$ cat src/rtl/tx_pkt_enqueue.sv
// rtl/tx_pkt_enqueue.sv - TX packet enqueue into the TX data FIFO with framing checks, overflow drop and statistics
module tx_pkt_enqueue #(
    parameter int  DATA_W = 64,
    parameter int  CNT_W  = 16,
    localparam int MOD_W  = $clog2(DATA_W / 8)
) (
    input  logic              clk_156m25,
    input  logic              reset_156m25_n,
    input  logic [DATA_W-1:0] pkt_tx_data,
    input  logic              pkt_tx_val,
    input  logic              pkt_tx_sop,
    input  logic              pkt_tx_eop,
    input  logic [MOD_W-1:0]  pkt_tx_mod,
    input  logic              txdfifo_wfull,
    input  logic              txdfifo_walmost_full,
    input  logic              stat_clr,
    output logic              pkt_tx_full,
    output logic [DATA_W-1:0] txdfifo_wdata,
    output logic [7:0]        txdfifo_wstatus,
    output logic              txdfifo_wen,
    output logic              status_txdfifo_ovflow_tog,
    output logic [CNT_W-1:0]  stat_pkt_cnt,
    output logic [CNT_W-1:0]  stat_drop_cnt,
    output logic [CNT_W-1:0]  stat_frame_err_cnt
);

    typedef enum logic [1:0] {ST_IDLE, ST_PKT, ST_DROP} state_t;

    state_t     state, state_nxt;
    logic       abort_pend;
    logic       wr_data, wr_sop, wr_eop, wr_marker;
    logic       set_abort, ovflow, pkt_inc, ferr_inc;
    logic [1:0] drop_inc;
    logic [3:0] mod_ext;

    assign mod_ext     = 4'(pkt_tx_mod);
    assign pkt_tx_full = txdfifo_walmost_full | abort_pend;

    // The marker only borrows idle FIFO write slots, so it never collides with data.
    assign wr_marker = abort_pend & ~txdfifo_wfull & ~wr_data;

    function automatic logic [CNT_W-1:0] sat_add(input logic [CNT_W-1:0] cnt, input logic [1:0] inc);
        logic [CNT_W:0] sum;
        sum = {1'b0, cnt} + (CNT_W + 1)'(inc);
        return sum[CNT_W] ? '1 : sum[CNT_W-1:0];
    endfunction

    always_comb begin
        state_nxt = state;
        wr_data   = 1'b0;
        wr_sop    = 1'b0;
        wr_eop    = 1'b0;
        set_abort = 1'b0;
        ovflow    = 1'b0;
        pkt_inc   = 1'b0;
        ferr_inc  = 1'b0;
        drop_inc  = 2'd0;
        if (pkt_tx_val) begin
            case (state)
                ST_IDLE: begin
                    if (!pkt_tx_sop) begin
                        ferr_inc = 1'b1;
                    end else if (txdfifo_wfull || abort_pend) begin
                        ovflow    = 1'b1;
                        drop_inc  = 2'd1;
                        state_nxt = pkt_tx_eop ? ST_IDLE : ST_DROP;
                    end else begin
                        wr_data   = 1'b1;
                        wr_sop    = 1'b1;
                        wr_eop    = pkt_tx_eop;
                        pkt_inc   = pkt_tx_eop;
                        state_nxt = pkt_tx_eop ? ST_IDLE : ST_PKT;
                    end
                end
                ST_PKT: begin
                    if (pkt_tx_sop) begin
                        // Old packet aborted and the new one dropped: two drops at once.
                        set_abort = 1'b1;
                        ferr_inc  = 1'b1;
                        drop_inc  = 2'd2;
                        state_nxt = pkt_tx_eop ? ST_IDLE : ST_DROP;
                    end else if (txdfifo_wfull) begin
                        set_abort = 1'b1;
                        ovflow    = 1'b1;
                        drop_inc  = 2'd1;
                        state_nxt = pkt_tx_eop ? ST_IDLE : ST_DROP;
                    end else begin
                        wr_data   = 1'b1;
                        wr_eop    = pkt_tx_eop;
                        pkt_inc   = pkt_tx_eop;
                        state_nxt = pkt_tx_eop ? ST_IDLE : ST_PKT;
                    end
                end
                ST_DROP: begin
                    ferr_inc = pkt_tx_sop;
                    if (pkt_tx_eop) state_nxt = ST_IDLE;
                end
                default: state_nxt = ST_IDLE;
            endcase
        end
    end

    always_ff @(posedge clk_156m25 or negedge reset_156m25_n) begin
        if (!reset_156m25_n) begin
            state                     <= ST_IDLE;
            abort_pend                <= 1'b0;
            txdfifo_wen               <= 1'b0;
            txdfifo_wdata             <= '0;
            txdfifo_wstatus           <= 8'h00;
            status_txdfifo_ovflow_tog <= 1'b0;
            stat_pkt_cnt              <= '0;
            stat_drop_cnt             <= '0;
            stat_frame_err_cnt        <= '0;
        end else begin
            state       <= state_nxt;
            abort_pend  <= set_abort | (abort_pend & ~wr_marker);
            txdfifo_wen <= wr_data | wr_marker;
            if (wr_data) begin
                txdfifo_wdata   <= pkt_tx_data;
                txdfifo_wstatus <= {2'b00, wr_sop, wr_eop, wr_eop ? mod_ext : 4'h0};
            end else if (wr_marker) begin
                txdfifo_wdata   <= '0;
                txdfifo_wstatus <= 8'h50;
            end
            status_txdfifo_ovflow_tog <= status_txdfifo_ovflow_tog ^ ovflow;
            if (stat_clr) begin
                stat_pkt_cnt       <= '0;
                stat_drop_cnt      <= '0;
                stat_frame_err_cnt <= '0;
            end else begin
                stat_pkt_cnt       <= sat_add(stat_pkt_cnt, {1'b0, pkt_inc});
                stat_drop_cnt      <= sat_add(stat_drop_cnt, drop_inc);
                stat_frame_err_cnt <= sat_add(stat_frame_err_cnt, {1'b0, ferr_inc});
            end
        end
    end

endmodule

$ cat config.mk
export PLATFORM = sky130hd
export DESIGN_NAME = tx_pkt_enqueue
export DESIGN_NICKNAME = d
export VERILOG_FILES = /design/src/rtl/tx_pkt_enqueue.sv
export SDC_FILE = /design/constraint.sdc
export NUM_CORES = 1
export LEC_CHECK = 0
export CORE_ASPECT_RATIO = 0.6
export CORE_MARGIN = 8
export CORE_UTILIZATION = 49
export CTS_CLUSTER_DIAMETER = 40
export CTS_CLUSTER_SIZE = 16
export DETAILED_ROUTE_END_ITERATION = 8
export PLACE_DENSITY = 0.85
export SYNTH_ARGS = -nofsm -noshare
export SYNTH_HDL_FRONTEND = slang
export SYNTH_SLANG_ARGS = --single-unit
$ cat constraint.sdc
create_clock -name clk_156m25 -period 4.7 [get_ports clk_156m25]
set_input_delay 1.175 -clock clk_156m25 [delete_from_list [all_inputs] [get_ports clk_156m25]]
set_output_delay 1.175 -clock clk_156m25 [all_outputs]
set_load 0.01 [all_outputs]
==> metrics.md <==
| Metric | Value |
|---|---|
| Setup TNS | `0 ns` |
| Worst setup path class | `input port to flop` |
| Final WL | `16100 µm` |
| Netlist cell types | `47` |
| Remaining DRCs | `0` |
| Max-cap violations | `0` |
| Pwr dens | `528 mW/mm²` |
| Area Overhead vs Synth | `48.1%` |
| Hold_sp | `status_txdfifo_ovflow_tog$_DFF_PN0_` |
| Minimum clock period after layout | `4.15 ns` |
| Vias in the first global route | `5155` |
| Wire per inst | `17.2 µm` |
| YS warnings | `0` |
| Clk buf depth | `2` |
| Grt met2 use | `35.4%` |
| Mapped Area | `0.00556 mm²` |
| Worst-path clk slew | `0.05 ns` |
| Core box area | `0.0112 mm²` |
| Met3 GRT Util | `7.38%` |
| Antenna violations before repair | `0` |
| H-tree depth | `4` |
| Drt first pass iters | `4` |
| Post-synth ARST share | `100%` |
| Commonest non-fill, non-tap cell in the layout | `clkdlybuf4s50_1` |
| Final ANT Viol Nets | `0` |
| Hold Violations, Final | `0` |
| Final Max Tran Viols | `0` |
| Hold crit path type | `flop to flop` |
| Die span in y | `98.5 µm` |
| Grt met1 use | `24.9%` |
| Top-area cell type share of the netlist area | `55.3%` |
| Sequential share of the synthesized area | `55.3%` |
| Peak VDD IR | `0.000369 V` |
| CTS Buf Count | `17` |
| Worst endpoint data arrival time | `4.46 ns` |
| Unrepaired setup endpoints after global routing | `false` |
| Dpl cells | `903` |
| Max Freq | `0.241 GHz` |
| Initial Util | `49.7%` |
| Initial DRC Count | `180` |
| # diodes | `0` |
| Seq cells post-synth | `123` |
| Clock Latency Late Sink | `0.40 ns` |
| Largest net degree at the start of global routing | `138` |
| Total number of vias | `4929` |
| Startpoint Class | `input port` |
| Leakage | `3.42 nW` |
| Non-filler cells in the finished layout | `934` |
| Gr busiest metal | `met2` |
| EDFF count, synth | `0` |
| GPL Wtd Cong | `0.869` |
| Worst slew margin | `26.6%` |
| Post-Synthesis Cells | `591` |
| Fillers | `776` |
| First-pass GRT wire length | `26200 µm` |
| Most frequently used flop master after synthesis | `dfrtp_1` |
| Share of cells above drive strength 1 | `5.95%` |
| Boundary pin count | `198` |
| Chip width | `154 µm` |
| Die Footprint | `0.0151 mm²` |
| Critical Path Sink Type | `flop` |
| Top post-synthesis cells by area | `dfrtp_1 55%, nand2_1 9.9%, o21ai_0 5.8%` |
| Run status | `finished clean` |
| Crit Reg-Reg Startpoint | `state[0]$_DFFE_PN0P_` |
| Vias/cell | `5.28` |
| NumNets Final | `863` |
| Post-CTS sizing | `0` |
| Hold_buf cts | `0` |
| Tcrit/Tclk final | `88.2%` |
| # clock sinks | `123` |
| Post-CTS setup buffer count | `0` |
| Worst path required time | `5.01 ns` |
| Crit-path max FO | `13` |
| Row count | `30` |
| Leading area contributor after synthesis | `dfrtp_1` |
| Clock skew | `0.00927 ns` |
| Avg Cell Area, Syn | `9.41 µm²` |
| DP HPWL | `11500 µm` |
| Root Buffer | `clkbuf_16` |
| GRT Util Overall | `21.2%` |
| # setup viols final | `0` |
| Worst-margin pin slew | `1.10 ns` |
| # port buffers | `195` |
| Grt total ovfl | `0` |
| Commonest cells after routing, fill and taps aside | `194 x clkdlybuf4s50_1, 147 x nand2_1, 123 x dfrtp_1` |
| CP Launch Point | `txdfifo_wfull` |
| CTS tree | `yes` |
## layout make-up
type,instances,area [µm²],share of cell area [%]
clock inverters,11,168,2.04
well taps,144,180,2.19
multi-input cells,420,2300,27.9
flip-flops and latches,123,3080,37.4
repair buffers,200,1990,24.1
inverters,16,60.1,0.729
clock buffers,20,467,5.67
## through the flow
stage	hold WS [ns]	total power (W)	cell area (µm²)	setup slack (ns)	utilization, %
CTS	0.485	0.00439	8240	0.573	73.6
global placement	0.462	0.00292	7600	0.367	68.0
detailed placement	0.464	0.00298	7600	0.200	68.0
floorplan	0.476	0.00209	5570	0.897	-
global route	0.498	0.00459	8240	0.377	73.6
finish	0.477	0.00435	8240	0.554	73.6
## kinds of logic (layout without fill, tap and decap cells)
| kind of cell | Yosys count | in the layout | synth area share, % |
|---|---|---|---|
| flip-flops | 123 | 123 | 55.3 |
| adder cells (fa/ha/maj) | 10 | 10 | 2.38 |
| AO/OA/AOI/OAI | 137 | 137 | 13.7 |
| XOR/XNOR | 28 | 28 | 4.41 |
| AND/OR/NAND/NOR | 240 | 240 | 19.8 |
| other | 1 | 2 | 0.0674 |
| buffers and inverters | 49 | 247 | 3.69 |
| multiplexers | 3 | 3 | 0.540 |
## where the power goes
part / switching (W) / internal [W]
logic: 0.000657 / 0.000739
registers: 0.000182 / 0.00138
clock network: 0.000463 / 0.000924
total: 0.00130 / 0.00304
## registers in the layout, summed over array words and instances (netlist names)
name	flops
status_txdfifo_ovflow_tog	1
stat_frame_err_cnt	16
stat_pkt_cnt	16
stat_drop_cnt	16
state	2
txdfifo_wen	1
txdfifo_wstatus	6
abort_pend	1
txdfifo_wdata	64
## critical path, cell delays in order
cell,delay (ns)
clkdlybuf4s50_1,0.61
o21ai_0,0.17
mux2i_1,0.14
and2_1,0.18
ha_1,0.17
inv_1,0.05
fa_1,0.43
nand3b_2,0.29
or4_4,0.55
or3_4,0.47
a21oi_1,0.21
## Yosys cell counts, drive strengths merged, types with 2 or more instances
master / number
nand4: 12
dfrtp: 123
nand3b: 2
nor2: 19
xnor2: 20
a31oi: 10
inv: 16
o21bai: 3
mux2i: 3
nor3: 9
or3: 2
nor2b: 4
a21boi: 2
and4b: 2
and4: 2
a21oi: 35
nor4: 11
nand3: 17
a41oi: 2
o21a: 4
o21ai: 68
xor2: 8
buf: 8
or2: 2
ha: 9
clkbuf: 25
a21o: 4
and2: 2
a211oi: 6
nand2b: 6
nand2: 147
## worst paths after layout
path,to,slack (ns),depth (start not counted)
setup / recovery,stat_drop_cnt[1]$_DFF_PN0_,0.55,11
hold / removal,status_txdfifo_ovflow_tog$_DFF_PN0_,0.48,1
setup reg to reg,stat_drop_cnt[1]$_DFF_PN0_,1.23,12
hold reg to reg,status_txdfifo_ovflow_tog$_DFF_PN0_,0.48,1
max in group asynchronous,stat_drop_cnt[7]$_DFF_PN0_,2.90,2
min in group asynchronous,stat_drop_cnt[4]$_DFF_PN0_,0.88,1
## metal layers
layer / wire (µm) / up-vias
met3: 1030 / 25
met5: 0 / -
met2: 7800 / 142
met1: 6910 / 2382
li1: - / 2380
met4: 367 / 0
No activity file was read; power rests on OpenSTA's default activity.
